### config.mk
export PLATFORM = sky130hd
export DESIGN_NAME = slice_scheduler
export DESIGN_NICKNAME = d
export VERILOG_FILES = /design/src/rtl/slice_scheduler.sv
export SDC_FILE = /design/constraint.sdc
export NUM_CORES = 1
export LEC_CHECK = 0
export CORE_UTILIZATION = 60
export CTS_BUF_LIST = sky130_fd_sc_hd__clkbuf_16
export DETAILED_ROUTE_END_ITERATION = 8
export DONT_BUFFER_PORTS = 1
export GPL_ROUTABILITY_DRIVEN = 0
export MAX_ROUTING_LAYER = met4
export PLACE_DENSITY = 0.76
export SETUP_SLACK_MARGIN = 0.15
export SYNTH_ARGS = -nofsm -noshare
export SYNTH_HDL_FRONTEND = slang
export SYNTH_SLANG_ARGS = --single-unit
### constraint.sdc
create_clock -name clk -period 3.3 [get_ports clk]
set_input_delay 0.66 -clock clk [delete_from_list [all_inputs] [get_ports clk]]
set_output_delay 0.66 -clock clk [all_outputs]
set_load 0.01 [all_outputs]
### src/rtl/slice_scheduler.sv
// slice_scheduler: round-robin arbiter that splits index ranges into 16-lane chunks for one slice datapath
module slice_scheduler #(
  parameter int NUM_REQ = 4,
  parameter int IDX_W   = 6,
  parameter int ID_W    = 2,
  parameter int CHUNK   = 16
) (
  input  logic                     clk,
  input  logic                     rst,
  input  logic [NUM_REQ-1:0]       req_valid,
  output logic [NUM_REQ-1:0]       req_ready,
  input  logic [NUM_REQ*IDX_W-1:0] req_start,
  input  logic [NUM_REQ*IDX_W-1:0] req_end,
  output logic                     su_valid,
  input  logic                     su_ready,
  output logic [IDX_W-1:0]         su_start_idx,
  output logic [IDX_W-1:0]         su_end_idx,
  input  logic                     su_out_valid,
  output logic                     su_out_ready,
  output logic                     rsp_valid,
  input  logic                     rsp_ready,
  output logic [ID_W-1:0]          rsp_id,
  output logic [IDX_W-5:0]         rsp_chunk,
  output logic                     rsp_last,
  output logic                     rsp_err,
  output logic                     busy
);
  typedef enum logic [1:0] {IDLE, ISSUE, WAIT, ERR} state_t;
  state_t           state_q, state_d;
  logic [ID_W-1:0]  rr_ptr_q, rr_ptr_d, id_q, id_d, gnt, cand, nxt_id;
  logic [IDX_W-1:0] cur_q, cur_d, end_q, end_d, g_start, g_end;
  logic [IDX_W-5:0] chunk_q, chunk_d;
  logic [IDX_W:0]   cur_top, cur_nxt;
  logic             gnt_vld, last_c;
  always_comb begin
    gnt_vld = 1'b0;
    gnt = '0;
    cand = '0;
    for (int k = NUM_REQ - 1; k >= 0; k--) begin
      cand = ID_W'((int'(rr_ptr_q) + k) % NUM_REQ);
      if (req_valid[cand]) begin
        gnt_vld = 1'b1;
        gnt = cand;
      end
    end
  end
  assign g_start = req_start[int'(gnt)*IDX_W +: IDX_W];
  assign g_end   = req_end[int'(gnt)*IDX_W +: IDX_W];
  // Extra bit keeps cur+CHUNK from wrapping near the top of the vector
  assign cur_top = {1'b0, cur_q} + (IDX_W+1)'(CHUNK - 1);
  assign cur_nxt = {1'b0, cur_q} + (IDX_W+1)'(CHUNK);
  assign last_c  = cur_nxt > {1'b0, end_q};
  assign nxt_id  = (int'(id_q) == NUM_REQ - 1) ? '0 : id_q + 1'b1;
  always_comb begin
    state_d  = state_q;
    rr_ptr_d = rr_ptr_q;
    id_d     = id_q;
    cur_d    = cur_q;
    end_d    = end_q;
    chunk_d  = chunk_q;
    case (state_q)
      IDLE: if (gnt_vld) begin
        id_d    = gnt;
        cur_d   = g_start;
        end_d   = g_end;
        chunk_d = '0;
        state_d = (g_start <= g_end) ? ISSUE : ERR;
      end
      ISSUE: state_d = su_ready ? WAIT : ISSUE;
      WAIT: if (su_out_valid && rsp_ready) begin
        state_d  = last_c ? IDLE : ISSUE;
        rr_ptr_d = last_c ? nxt_id : rr_ptr_q;
        cur_d    = last_c ? cur_q : cur_nxt[IDX_W-1:0];
        chunk_d  = last_c ? chunk_q : chunk_q + 1'b1;
      end
      default: if (rsp_ready) begin
        state_d  = IDLE;
        rr_ptr_d = nxt_id;
      end
    endcase
  end
  always_ff @(posedge clk) begin
    if (rst) begin
      state_q  <= IDLE;
      rr_ptr_q <= '0;
      id_q     <= '0;
      cur_q    <= '0;
      end_q    <= '0;
      chunk_q  <= '0;
    end else begin
      state_q  <= state_d;
      rr_ptr_q <= rr_ptr_d;
      id_q     <= id_d;
      cur_q    <= cur_d;
      end_q    <= end_d;
      chunk_q  <= chunk_d;
    end
  end
  assign req_ready    = (state_q == IDLE && gnt_vld) ? NUM_REQ'(1) << gnt : '0;
  assign su_valid     = state_q == ISSUE;
  assign su_start_idx = su_valid ? cur_q : '0;
  assign su_end_idx   = !su_valid ? '0 : (cur_top > {1'b0, end_q}) ? end_q : cur_top[IDX_W-1:0];
  assign su_out_ready = state_q == WAIT && rsp_ready;
  assign rsp_valid    = (state_q == WAIT && su_out_valid) || state_q == ERR;
  assign rsp_id       = (state_q == WAIT || state_q == ERR) ? id_q : '0;
  assign rsp_chunk    = (state_q == WAIT) ? chunk_q : '0;
  assign rsp_last     = state_q == ERR || (state_q == WAIT && last_c);
  assign rsp_err      = state_q == ERR;
  assign busy         = state_q != IDLE;
endmodule

==> summary.md <==
| Metric | Value |
|---|---|
| I/O pin cnt | 83 |
| Largest net degree at the start of global routing | 26 |
| Root buffer cell | clkbuf_16 |
| Leakage | approximately 0.00098 uW |
| Die X-Extent | 62.33 um |
| Vias in the first global route | between 1.5k and 2k |
| Crit path cell chain | o41ai_2, xnor2_1, ha_1, o21a_1, o22ai_2, a21o_1, a21oi_2, nor3_2 |
| Post-Syn Nets | 340 |
| Post-layout util | 0.7033 |
| CP Launch Type | register |
| Tcrit/Tclk final | 0.9569 |
| Initial antenna violation count | 0 |
| Post-synth top area share | 0.1834 |
| Ys async rst share | 0 |
| Syn Area/Cell | 8.333 um2 |
| Cell area after synthesis | between 0.002 and 0.0025 mm2 |
| Clk Latency, worst-skew pair | approximately 0.26 ns |
| Hold Path Stages | 1 |
| DP Wirelength | approximately 4 mm |
| Netlist cell types | 52 |
| Drt pass-1 iters | 4 |
| RSZ-0062 raised after global routing | false |
| FF+latch count, synth | 20 |
| Final nets | between 300 and 400 |
| Via Count | approximately 1.9k |
| Largest stage delay, worst path | 0.40 ns |
| Final-report hold violation count | 0 |
| Cell taking the most area after synthesis | dfxtp_1 |
| Most instantiated library cell after synthesis | mux2i_1 |
| Ant. Diodes | 0 |
| IO Port Bufs | 0 |
| Seq/Total Area, Yosys | 0.1834 |
| Global-route wire length before repair | approximately 8.3 mm |
| VDD IR max | 0.0003153 V |
| Crit. End Element | primary output |
| Setup TNS | 0 ns |
| Synth top area cells | dfxtp_1 (18%), mux2i_1 (15%), ha_1 (11%), a21oi_1 (4.1%), mux2_4 (4.1%) |
| Post-synth EDFFs | 0 |
| Share of cells above drive strength 1 | 0.1783 |
| Final WS setup | around 0.14 ns |
| Pins over their slew limit | 0 |
| Core Area | between 0.003 and 0.004 mm2 |
| DRC viols | 0 |
| Worst R2R Path Depth | 10 |
| Via-to-Cell Ratio | ~6.3 |
| Final min period | 3.158 ns |
| Fmax | ~320 MHz |
| CP arrival | between 2 and 3 ns |
| Row count | 21 |
| CTS tree | built |
| Final setup fails | 0 |
| MaxCap Viol Count | 0 |
| Outcome | finished, final reports clean |
| Die area | 0.003884 mm2 |
| Slew headroom | 0.6134 |
| Cell Pwr Density | roughly 740 mW/mm2 |
| Top post-synthesis cells by count | mux2i_1 (32), dfxtp_1 (20), ha_1 (20), a21oi_1 (18), inv_1 (18) |
| Clock Sinks | 20 |
| Max clock buf depth | 2 |
| CP Class | register to primary output |
| Clock Skew | about 0.006 ns |
| CP Max Fanout | 7 |
| Cts bufs inserted | 3 |
| Die height | between 60 and 70 um |
| Number of nets still failing antenna checks after routing | 0 |
| Overall Global Routing Usage | 0.2752 |
| Area growth syn-to-layout | 10.03% |
| Clk pin slew, worst setup/hold paths | ~0.060 ns |
| Fill cell count | 280 |
| Starting Density | 0.6392 |
| Routed WL | 5.362 mm |
| Initial DRC Count | roughly 140 |
| Ys Warns | 0 |
| Worst-margin pin slew | about 0.58 ns |
| Worst Hold Class | input port to register |
| Synth Flop Type | dfxtp_1 |
| Gate Count Post-Synth | ~260 |
| CP max stage cell | dfxtp_1 |
| Pre-CTS WS | just under 0.3 ns |
| GR Overflow Total | 0 |
| Routed length per placed instance | ~18 um |
| Worst path required time | 2.64 ns |
| Total power | between 1500 and 2000 uW |
| H-tree level count | 1 |
[routing by layer]
metal / track usage / vias to the layer above / wire length, um
met3: 0.03125 / 10 / 362
li1: - / 942 / -
met5: - / - / 0
met1: 0.3446 / 878 / 2314
met4: 0.08140 / 0 / 78
met2: 0.4643 / 98 / 2606
[worst paths after layout]
check,start,to,slack (ns)
setup / recovery,cur_q[2]$_SDFFE_PP0P_,su_end_idx[3],0.14
hold / removal,rst,id_q[0]$_SDFFE_PP0P_,0.47
setup reg to reg,rr_ptr_q[0]$_SDFFE_PP0P_,state_q[1]$_SDFFE_PP0P_,0.61
hold reg to reg,id_q[1]$_SDFFE_PP0P_,id_q[1]$_SDFFE_PP0P_,0.47
[cells in the final DEF (no fill, tap or decap), types with 3 or more instances in the layout]
master and count:
a21o_1 4, a21oi_1 16, a21oi_2 3, a221oi_1 3, and2_1 9, clkbuf_16 3
dfxtp_1 18, ha_1 18, inv_1 15, inv_2 3, mux2_4 6, mux2i_1 32
nand2_1 14, nand2b_1 4, nand3_1 6, nor2_1 16, nor2b_1 3, nor3_1 9
nor3_2 5, nor3b_1 4, o21a_1 3, o21ai_0 6, o21ai_2 7, or3_1 7
[worst max-delay path, delay by kind of cell (launching register included)]
family	cells	cell delay, ns
simple gates	1	0.30
fa+ha+maj	1	0.31
flops	1	0.40
compound gates	5	1.00
xor+xnor	1	0.22
[flip-flops by register name, summed over array words and instances (netlist names)]
register	flops
rr_ptr_q	2
state_q	2
cur_q	6
end_q	6
id_q	2
chunk_q	2
[where the power goes]
group / switching (uW) / total [uW] / leakage [uW] / internal, uW
Sequential: 77.6 / 368 / 0.000166 / 291
Combinational: 626 / 1070 / 0.000761 / 441
Clock: 95.7 / 336 / 0.0000511 / 241
Total: 799 / 1770 / 0.000978 / 972
[stage by stage]
step                instance area (um2)  hold slack [ns]  instances
CTS                                2330           0.4652        304
detailed placement                 2205           0.4654        300
finish                             2402           0.4663        304
floorplan                          2183           0.4484        262
global placement                   2205           0.4644        300
global route                       2402           0.4623        304
[layout make-up]
type                            count  area, um2  area share
Clock inverter                      1      30.03     0.01250
Clock buffer                        3      75.07     0.03125
Tap cell                           46      57.56     0.02396
Timing Repair Buffer                3      35.03     0.01458
Sequential cell                    20      407.9      0.1698
Inverter                           18      67.56     0.02813
Multi-Input combinational cell    213       1729      0.7198
[cell families (layout without fill, tap and decap cells)]
family,count (synthesis),in the layout,synth area share
DFF,20,20,0.1834
muxes,39,39,0.1931
and+or+nand+nor,92,92,0.2332
xor gates and xnor gates,4,4,0.01605
AOI/OAI and AO/OA,57,57,0.1868
adders and majority gates,21,21,0.1238
buffers and inverters,29,25,0.06361
[timing repair]
| action | 4_1_cts | 5_1_grt |
|---|---|---|
| pin swaps | 3 | 3 |
| hold buffers | 0 | 0 |
| setup buffers | 0 | 0 |
| resized for setup | 6 | 17 |
| endpoints found under the setup margin | 6 | 6 |
Power figures use the tool's default switching activity.
